### config.mk
export PLATFORM = sky130hd
export DESIGN_NAME = rot_tile_addr_gen
export DESIGN_NICKNAME = d
export VERILOG_FILES = /design/src/rtl/rot_pkg.sv /design/src/rtl/rot_coord_map.sv /design/src/rtl/rot_tile_addr_gen.sv
export SDC_FILE = /design/constraint.sdc
export NUM_CORES = 2
export LEC_CHECK = 0
export BUFFER_PORTS_ARGS = -buffer_cell sky130_fd_sc_hd__buf_2
export CAP_MARGIN = 25
export CORE_MARGIN = 4
export CORE_UTILIZATION = 59
export CTS_CLUSTER_DIAMETER = 30
export CTS_CLUSTER_SIZE = 30
export DETAILED_ROUTE_END_ITERATION = 6
export PLACE_DENSITY = 0.92
export SKIP_LAST_GASP = 1
export SYNTH_ARGS = -nofsm -noshare
export SYNTH_HDL_FRONTEND = slang
export SYNTH_SLANG_ARGS = --single-unit
### constraint.sdc
create_clock -name I_HCLK -period 14.31 [get_ports I_HCLK]
set_clock_uncertainty 0.05 [all_clocks]
set_input_delay 3.5775 -clock I_HCLK [delete_from_list [all_inputs] [get_ports I_HCLK]]
set_output_delay 3.5775 -clock I_HCLK [all_outputs]
set_load 0.05 [all_outputs]
### src/rtl/rot_pkg.sv
// Shared state encoding, angle constants and helpers for the rotation tile
// address generator.
package rot_pkg;

  typedef enum logic [1:0] {
    IDLE  = 2'd0,
    READ  = 2'd1,
    WRITE = 2'd2,
    DONE  = 2'd3
  } state_e;

  localparam logic [1:0] DEG_0   = 2'd0;
  localparam logic [1:0] DEG_90  = 2'd1;
  localparam logic [1:0] DEG_180 = 2'd2;
  localparam logic [1:0] DEG_270 = 2'd3;

  // Counter-clockwise by d quarter turns is clockwise by -d mod 4.
  function automatic logic [1:0] eff_angle(input logic dir, input logic [1:0] deg);
    return dir ? deg : 2'(2'd0 - deg);
  endfunction

  function automatic logic [31:0] pad_up(input logic [31:0] dim, input logic [31:0] tile);
    return ((dim + tile - 32'd1) / tile) * tile;
  endfunction

endpackage

### src/rtl/rot_coord_map.sv
// Maps a source pixel (r,c) to its rotated / mirrored destination (r',c')
// and reports the destination row pitch in pixels.
import rot_pkg::*;

module rot_coord_map #(
  parameter int DIM_W = 16
) (
  input  logic [DIM_W:0]   r_i,
  input  logic [DIM_W:0]   c_i,
  input  logic [DIM_W-1:0] h_i,
  input  logic [DIM_W-1:0] w_i,
  input  logic [1:0]       angle_i,
  input  logic             flip_i,
  output logic [DIM_W:0]   r_o,
  output logic [DIM_W:0]   c_o,
  output logic [DIM_W-1:0] wo_o
);

  logic [DIM_W:0] hm1;
  logic [DIM_W:0] wm1;
  logic [DIM_W:0] c_rot;

  assign hm1 = {1'b0, h_i} - 1'b1;
  assign wm1 = {1'b0, w_i} - 1'b1;

  // Results for pad pixels are meaningless; the caller masks them.
  always_comb begin
    r_o   = r_i;
    c_rot = c_i;
    wo_o  = w_i;
    case (angle_i)
      DEG_90: begin
        r_o   = c_i;
        c_rot = hm1 - r_i;
        wo_o  = h_i;
      end
      DEG_180: begin
        r_o   = hm1 - r_i;
        c_rot = wm1 - c_i;
        wo_o  = w_i;
      end
      DEG_270: begin
        r_o   = wm1 - c_i;
        c_rot = r_i;
        wo_o  = h_i;
      end
      default: begin
        r_o   = r_i;
        c_rot = c_i;
        wo_o  = w_i;
      end
    endcase
    c_o = flip_i ? ({1'b0, wo_o} - 1'b1 - c_rot) : c_rot;
  end

endmodule

### src/rtl/rot_tile_addr_gen.sv
// Tile-ordered read/write address generator for the image-rotation DMA:
// per tile, all source reads then the matching rotated destination writes.
import rot_pkg::*;

module rot_tile_addr_gen #(
  parameter int ADDR_W  = 32,
  parameter int DIM_W   = 16,
  parameter int MAX_DIM = 16383,
  parameter int TILE    = 8,
  parameter int BPP     = 3
) (
  input  logic                          I_HCLK,
  input  logic                          I_HRESET,
  input  logic                          I_START,
  input  logic [DIM_W-1:0]              I_HEIGHT,
  input  logic [DIM_W-1:0]              I_WIDTH,
  input  logic                          I_DIRECTION,
  input  logic [1:0]                    I_DEGREES,
  input  logic                          I_FLIP_H,
  input  logic [ADDR_W-1:0]             I_SRC_BASE,
  input  logic [ADDR_W-1:0]             I_DST_BASE,
  input  logic                          I_DMA_READY,
  output logic [ADDR_W-1:0]             O_ADDR,
  output logic                          O_VALID,
  output logic                          O_WRITE,
  output logic                          O_PAD,
  output logic [$clog2(TILE*TILE)-1:0]  O_COUNT,
  output logic [2:0]                    O_SIZE,
  output logic                          O_BUSY,
  output logic                          O_DONE,
  output logic                          O_ERR
);

  localparam int LOG_T = $clog2(TILE);
  localparam int CW    = $clog2(TILE * TILE);
  localparam int RW    = DIM_W + 1;
  localparam int PW    = 2 * DIM_W + 2;
  localparam int XW    = (ADDR_W > PW + 3) ? ADDR_W : PW + 3;
  localparam logic [CW-1:0] LAST = CW'(TILE * TILE - 1);
  localparam logic [31:0]   MAXD = 32'(MAX_DIM);

  // Byte offset of pixel (r,c) in an image with pitch w, computed wide then wrapped.
  function automatic logic [ADDR_W-1:0] lin_off(input logic [RW-1:0] r,
                                                 input logic [RW-1:0] c,
                                                 input logic [DIM_W-1:0] w);
    return ADDR_W'((XW'(r) * XW'(w) + XW'(c)) * XW'(BPP));
  endfunction

  state_e            state_q, state_d;
  logic [CW-1:0]     cnt_q, cnt_d;
  logic [DIM_W-1:0]  tr_q, tr_d, tc_q, tc_d;
  logic [DIM_W-1:0]  trl_q, trl_d, tcl_q, tcl_d;
  logic [DIM_W-1:0]  h_q, h_d, w_q, w_d;
  logic [1:0]        ang_q, ang_d;
  logic              flip_q, flip_d;
  logic [ADDR_W-1:0] src_q, src_d, dst_q, dst_d;
  logic [ADDR_W-1:0] addr_q, addr_d;
  logic              pad_q, pad_d;
  logic              err_q, err_d;

  logic              dims_ok;
  logic              active_n, pad_n;
  logic [RW-1:0]     rn, cn, rr, cc;
  logic [DIM_W-1:0]  wo;

  assign dims_ok = (I_HEIGHT != '0) && (I_WIDTH != '0) &&
                   (32'(I_HEIGHT) <= MAXD) && (32'(I_WIDTH) <= MAXD);

  always_comb begin
    state_d = state_q;
    cnt_d   = cnt_q;
    tr_d    = tr_q;
    tc_d    = tc_q;
    trl_d   = trl_q;
    tcl_d   = tcl_q;
    h_d     = h_q;
    w_d     = w_q;
    ang_d   = ang_q;
    flip_d  = flip_q;
    src_d   = src_q;
    dst_d   = dst_q;
    err_d   = 1'b0;
    case (state_q)
      IDLE: begin
        if (I_START) begin
          if (dims_ok) begin
            state_d = READ;
            cnt_d   = '0;
            tr_d    = '0;
            tc_d    = '0;
            trl_d   = DIM_W'((pad_up(32'(I_HEIGHT), 32'(TILE)) >> LOG_T) - 32'd1);
            tcl_d   = DIM_W'((pad_up(32'(I_WIDTH), 32'(TILE)) >> LOG_T) - 32'd1);
            h_d     = I_HEIGHT;
            w_d     = I_WIDTH;
            ang_d   = eff_angle(I_DIRECTION, I_DEGREES);
            flip_d  = I_FLIP_H;
            src_d   = I_SRC_BASE;
            dst_d   = I_DST_BASE;
          end else begin
            err_d = 1'b1;
          end
        end
      end
      READ: begin
        if (I_DMA_READY) begin
          if (cnt_q == LAST) begin
            state_d = WRITE;
            cnt_d   = '0;
          end else begin
            cnt_d = cnt_q + 1'b1;
          end
        end
      end
      WRITE: begin
        if (I_DMA_READY) begin
          if (cnt_q == LAST) begin
            cnt_d = '0;
            if (tc_q != tcl_q) begin
              tc_d    = tc_q + 1'b1;
              state_d = READ;
            end else if (tr_q != trl_q) begin
              tc_d    = '0;
              tr_d    = tr_q + 1'b1;
              state_d = READ;
            end else begin
              state_d = DONE;
            end
          end else begin
            cnt_d = cnt_q + 1'b1;
          end
        end
      end
      default: begin
        state_d = IDLE;
        cnt_d   = '0;
      end
    endcase
  end

  // Address of the beat presented next cycle, from the next-state counters,
  // so O_ADDR is a register yet tracks back-to-back transfers.
  assign rn       = RW'({tr_d, cnt_d[CW-1:LOG_T]});
  assign cn       = RW'({tc_d, cnt_d[LOG_T-1:0]});
  assign active_n = (state_d == READ) || (state_d == WRITE);
  assign pad_n    = (rn >= {1'b0, h_d}) || (cn >= {1'b0, w_d});

  rot_coord_map #(.DIM_W(DIM_W)) u_map (
    .r_i     (rn),
    .c_i     (cn),
    .h_i     (h_d),
    .w_i     (w_d),
    .angle_i (ang_d),
    .flip_i  (flip_d),
    .r_o     (rr),
    .c_o     (cc),
    .wo_o    (wo)
  );

  always_comb begin
    addr_d = '0;
    pad_d  = active_n && pad_n;
    if (active_n && !pad_n) begin
      if (state_d == WRITE) addr_d = dst_d + lin_off(rr, cc, wo);
      else                  addr_d = src_d + lin_off(rn, cn, w_d);
    end
  end

  always_ff @(posedge I_HCLK) begin
    if (I_HRESET) begin
      state_q <= IDLE;
      cnt_q   <= '0;
      tr_q    <= '0;
      tc_q    <= '0;
      trl_q   <= '0;
      tcl_q   <= '0;
      h_q     <= '0;
      w_q     <= '0;
      ang_q   <= '0;
      flip_q  <= 1'b0;
      src_q   <= '0;
      dst_q   <= '0;
      addr_q  <= '0;
      pad_q   <= 1'b0;
      err_q   <= 1'b0;
    end else begin
      state_q <= state_d;
      cnt_q   <= cnt_d;
      tr_q    <= tr_d;
      tc_q    <= tc_d;
      trl_q   <= trl_d;
      tcl_q   <= tcl_d;
      h_q     <= h_d;
      w_q     <= w_d;
      ang_q   <= ang_d;
      flip_q  <= flip_d;
      src_q   <= src_d;
      dst_q   <= dst_d;
      addr_q  <= addr_d;
      pad_q   <= pad_d;
      err_q   <= err_d;
    end
  end

  assign O_ADDR  = addr_q;
  assign O_VALID = (state_q == READ) || (state_q == WRITE);
  assign O_WRITE = (state_q == WRITE);
  assign O_PAD   = pad_q;
  assign O_COUNT = cnt_q;
  assign O_SIZE  = 3'(BPP - 1);
  assign O_BUSY  = (state_q != IDLE);
  assign O_DONE  = (state_q == DONE);
  assign O_ERR   = err_q;

endmodule

==> impl_metrics.yaml, run 1 <==
synth:
  synth_edf_count: 0
  syn_avg_cell_area_um2: 8.00
  synth_cell_types: 91
  syn-instance-count: 4463
  synthArstFlopShare: 0
  yosysWarningCount: 0
  netlist_area_um2: 35700
  yosysSeqAreaShare: 0.115
  ys_ff_latch: 205
  ys.flop_type: "dfxtp_1"
timing:
  worst_endpoint: "O_ADDR[30]$_SDFF_PP0_/D"
  worstEpCategory: "register data pin"
place:
  hpwl_mm: 102
  place_congestion: 1.10
  numPortBuffers: 147
clocking:
  clock_sinks: 205
  numCtsBuffers: 45
  cts.htree.levels: 2
  max-clock-path-buffers: 3
  clock-root-buffer: "clkbuf_16"
floorplanning:
  die_y_um: 254
  die_w_um: 254
  start_util: 0.601
  rows: 89
  io_pins: 151
grt:
  grt_max_degree: 88
  grt_usage: 0.682
  grt_overflow_total: 273
run_status:
  status: "stopped before the end"
  stop_stage: "global routing"
  toolErrorMsg: "[ERROR GRT-0232] Routing congestion too high. Check the congestion heatmap in the GUI."
[cell usage after synthesis (6+ instances only)]
cell type	instances	area, um^2
a2111oi_0	6	52.6
a211oi_1	40	300
a21boi_0	8	60.1
a21o_1	78	586
a21oi_1	288	1440
a31oi_1	31	194
and2_1	68	425
and3_1	26	163
and4_1	9	78.8
buf_1	13	48.8
buf_2	25	125
clkbuf_1	124	465
dfxtp_1	205	4100
fa_1	505	10100
ha_1	364	4550
inv_1	677	2540
inv_2	9	33.8
mux2_2	9	101
mux2i_1	36	360
nand2_1	768	2880
nand2b_1	36	225
nand3_1	46	230
nand4_1	20	125
nor2_1	393	1480
nor2b_1	34	213
nor3_1	50	250
nor4_1	19	119
o211ai_1	14	105
o21a_1	29	218
o21ai_0	123	616
o21ai_1	18	90.1
o21bai_1	25	188
o31a_1	7	61.3
o31ai_1	8	60.1
or2_2	9	56.3
or3_1	18	113
xnor2_1	139	1220
xor2_1	80	701
[routing by layer]
| layer | overflow | track usage |
|---|---|---|
| met1 | 2 | 0.653 |
| met2 | 132 | 0.813 |
| met3 | 6 | 0.585 |
| met4 | 133 | 0.698 |
| met5 | 0 | 0.346 |
[timing repair]
action	4_1_cts
setup endpoints to repair	19
hold buffers	0
setup buffers	54
pin swaps	145
gates resized for setup	208
[logic make-up after synthesis]
kind of cell	count (synthesis)	share of synthesized area
muxes	49	0.0145
AOI/OAI and AO/OA	730	0.126
adders and majority gates	869	0.410
buffers and inverters	860	0.0922
and+or+nand+nor	1526	0.186
other	2	0.000210
DFF	205	0.115
xor gates and xnor gates	222	0.0554
[per-stage QoR]
stage	instance area [um^2]	util	std cells	hold slack (ns)	setup slack, ns
4_1_cts	44100	0.741	5883	0.413	-0.0349
3_3_place_gp	41300	0.694	5748	0.400	-0.684
2_1_floorplan	36300	-	4464	0.392	0.00158
3_5_place_dp	41300	0.694	5748	0.405	-1.45
==> inputs of run 2 (changes only) <==
--- a/config.mk
+++ b/config.mk
@@ -8,11 +8,9 @@
 export BUFFER_PORTS_ARGS = -buffer_cell sky130_fd_sc_hd__buf_2
 export CAP_MARGIN = 25
 export CORE_MARGIN = 4
-export CORE_UTILIZATION = 59
-export CTS_CLUSTER_DIAMETER = 30
-export CTS_CLUSTER_SIZE = 30
+export CORE_UTILIZATION = 40
 export DETAILED_ROUTE_END_ITERATION = 6
-export PLACE_DENSITY = 0.92
+export PLACE_DENSITY_LB_ADDON = 0.15
 export SKIP_LAST_GASP = 1
 export SYNTH_ARGS = -nofsm -noshare
 export SYNTH_HDL_FRONTEND = slang
==> constraint.sdc (replaced) <==
create_clock -name I_HCLK -period 18.6 [get_ports I_HCLK]
set_clock_uncertainty 0.05 [all_clocks]
set_input_delay 4.65 -clock I_HCLK [delete_from_list [all_inputs] [get_ports I_HCLK]]
set_output_delay 4.65 -clock I_HCLK [all_outputs]
set_load 0.05 [all_outputs]
==> impl_metrics.yaml, run 2 <==
timing:
  fmax_ghz: 0.0575
  finalSetupViolCount: 0
  drv_slew: 0
  worst_pin_slew_ns: 1.06
  maxSlewHeadroom: 0.289
  fin_crit_sh: 0.935
  finalSetupTns_ns: 0
  rsz0062_at_grt: "no"
  min_period_ns: 17.40
  hold_viol: 0
clocking:
  post_cts_buffers: 0
  clock-root-buffer: "clkbuf_16"
  postCtsHoldBufs: 0
  cts.repair.resized: 0
  max-clock-path-buffers: 3
  path_clk_slew_ns: 0.06
  numCtsBuffers: 27
  clock_latency_ns: 0.57
  cts.htree.levels: 1
  clock_sinks: 205
  cts_tree: "yes"
run_status:
  status: "finished clean"
place:
  place_congestion: 0.908
  numPortBuffers: 147
  hpwl_mm: 95.5
floorplanning:
  rows: 109
  die_w_um: 307
  io_pins: 151
  start_util: 0.404
  die_area_um2: 94200
  core_area_um2: 88500
  die_y_um: 307
synth:
  yosysMostFrequentCell: "nand2_1"
  yosysSeqAreaShare: 0.115
  ys.flop_type: "dfxtp_1"
  synth_edf_count: 0
  synth_cell_types: 91
  synthArstFlopShare: 0
  ys_ff_latch: 205
  synthTopCellsByArea: "fa_1 (28%), ha_1 (13%), dfxtp_1 (11%)"
  post-synth-top-area-fraction: 0.283
  syn-instance-count: 4463
  yosys.area.top_type: "fa_1"
  ys_top_cells_by_count: "nand2_1 (768), inv_1 (677), fa_1 (505)"
  syn_avg_cell_area_um2: 8.00
  yosysWarningCount: 0
  netlist_area_um2: 35700
critical_path:
  cp_slowest_cell: "a31oi_1"
  critical-path-top-delay-family: "adder cells"
  critical_path_required_ns: 19.00
  worstReg2RegStart: "tc_q[11]"
  r2r.worst_path.cells: 49
  crit_type: "in -> reg"
  reg2reg_to: "O_ADDR[31]"
  cp-endpoint: "O_ADDR[31]"
  rrSetupSlack_ns: 4.97
  cp_common_cell: "fa_1"
  critPathLaunchType: "input port"
  worst-path-buf-inv: 6
  crit_start: "I_HEIGHT[0]"
  cp_max_fo: 16
  path_depth: 51
  cp.arrival_ns: 17.80
  max_stage_delay_ns: 0.81
  worstSetupEndpointType: "register"
grt:
  grt_pass1_wl_mm: 183
  antenna_found_initial: 1
  grt_pass1_vias: 30800
  grt_max_degree: 91
  grt_overflow_total: 0
  grt_usage: 0.250
power_and_ir_drop:
  leakage_nw: 19.5
  ir_drop_uv: 60.6
  power.density_nw_per_um2: 33.2
finish:
  mostFrequentLayoutCell: "nand2_1"
  final_cell_mix: "nand2_1 (768), inv_1 (677), fa_1 (505), nor2_1 (393), ha_1 (363)"
  fin_nets: 5560
  antenna_cells: 0
  post_route_cells_drive_above_1_share: 0.0832
  area_delta_synth_final_pct: 9.52
  post-route-util: 0.442
route:
  vias_per_cell: 5.26
  via_count: 30400
  dr.pass1.iters: 5
  wl_per_cell_um: 20.3
  ant_nets: 0
  drc_errors: 0
  drt_iter0_markers: 2023
  routed_wl_mm: 117
run:
  max_cap_violations: 0
min_path:
  hp-class: "reg -> reg"
## run 2: cell counts after synthesis
No cell type changed its count.
## run 2: worst register-to-register path, delay by kind of cell, from the launching register on
family	cells	cell delay, ns
AOI/OAI and AO/OA	12	2.98
xor gates and xnor gates	10	1.93
adders and majority gates	9	4.33
buffers and inverters	5	0.85
DFF	1	0.48
muxes	1	0.36
and+or+nand+nor	12	2.55
## run 2: layout make-up
class,count,area [um^2]
fill,9100,49400
multi-input combinational,3399,28400
sequential,205,4100
inverter,690,2590
timing repair buffer,264,1630
tap,1165,1460
clock buffer,36,749
clock inverter,11,199
## run 2: logic make-up (layout without fill, tap and decap cells)
| logic type | count (synthesis) | count (layout) | share of synthesized area |
|---|---|---|---|
| other cells | 2 | 3 | 0.000210 |
| flops | 205 | 205 | 0.115 |
| mux | 49 | 49 | 0.0145 |
| compound gates | 730 | 730 | 0.126 |
| simple gates | 1526 | 1526 | 0.186 |
| fa+ha+maj | 869 | 869 | 0.410 |
| xor+xnor | 222 | 222 | 0.0554 |
| buf+inv | 860 | 1001 | 0.0922 |
## run 2: stage by stage
step	instances	setup WS (ns)	total power (W)	hold slack [ns]	instance area (um^2)
2_1_floorplan	4464	2.26	0.000640	0.392	35700
3_3_place_gp	5719	0.731	0.000732	0.400	38100
3_5_place_dp	5720	0.655	0.000731	0.405	38100
4_1_cts	5767	1.21	0.00131	0.414	39100
5_1_grt	5770	0.0587	0.00136	0.429	39100
6_report	5770	1.20	0.00130	0.412	39100
## run 2: worst min-delay path by stage
stage                          from   endpoint  slack (ns)  cells after the start
final                     src_q[20]  src_q[20]        0.41                      2
after global routing      src_q[16]  src_q[16]        0.43                      2
after CTS                 dst_q[24]  dst_q[24]        0.41                      2
after detailed placement  dst_q[13]  dst_q[13]        0.41                      2
after global placement    dst_q[20]  dst_q[20]        0.40                      2
after floorplan             h_q[14]    h_q[14]        0.39                      2
## run 2: metal layers
| metal | vias up | GRT usage | share of wire |
|---|---|---|---|
| met3 | 146 | 0.0283 | 0.054 |
| li1 | 14500 | - | - |
| met5 | - | 0 | 0 |
| met2 | 865 | 0.416 | 0.46 |
| met1 | 14900 | 0.353 | 0.46 |
| met4 | 0 | 0.0531 | 0.026 |
## run 2: power breakdown
group          switching (W)  internal [W]  leakage [nW]
clock network       0.000224      0.000352         0.464
logic               0.000178      0.000101          17.4
registers         0.00000167      0.000443          1.65
Power figures use the tool's default switching activity.
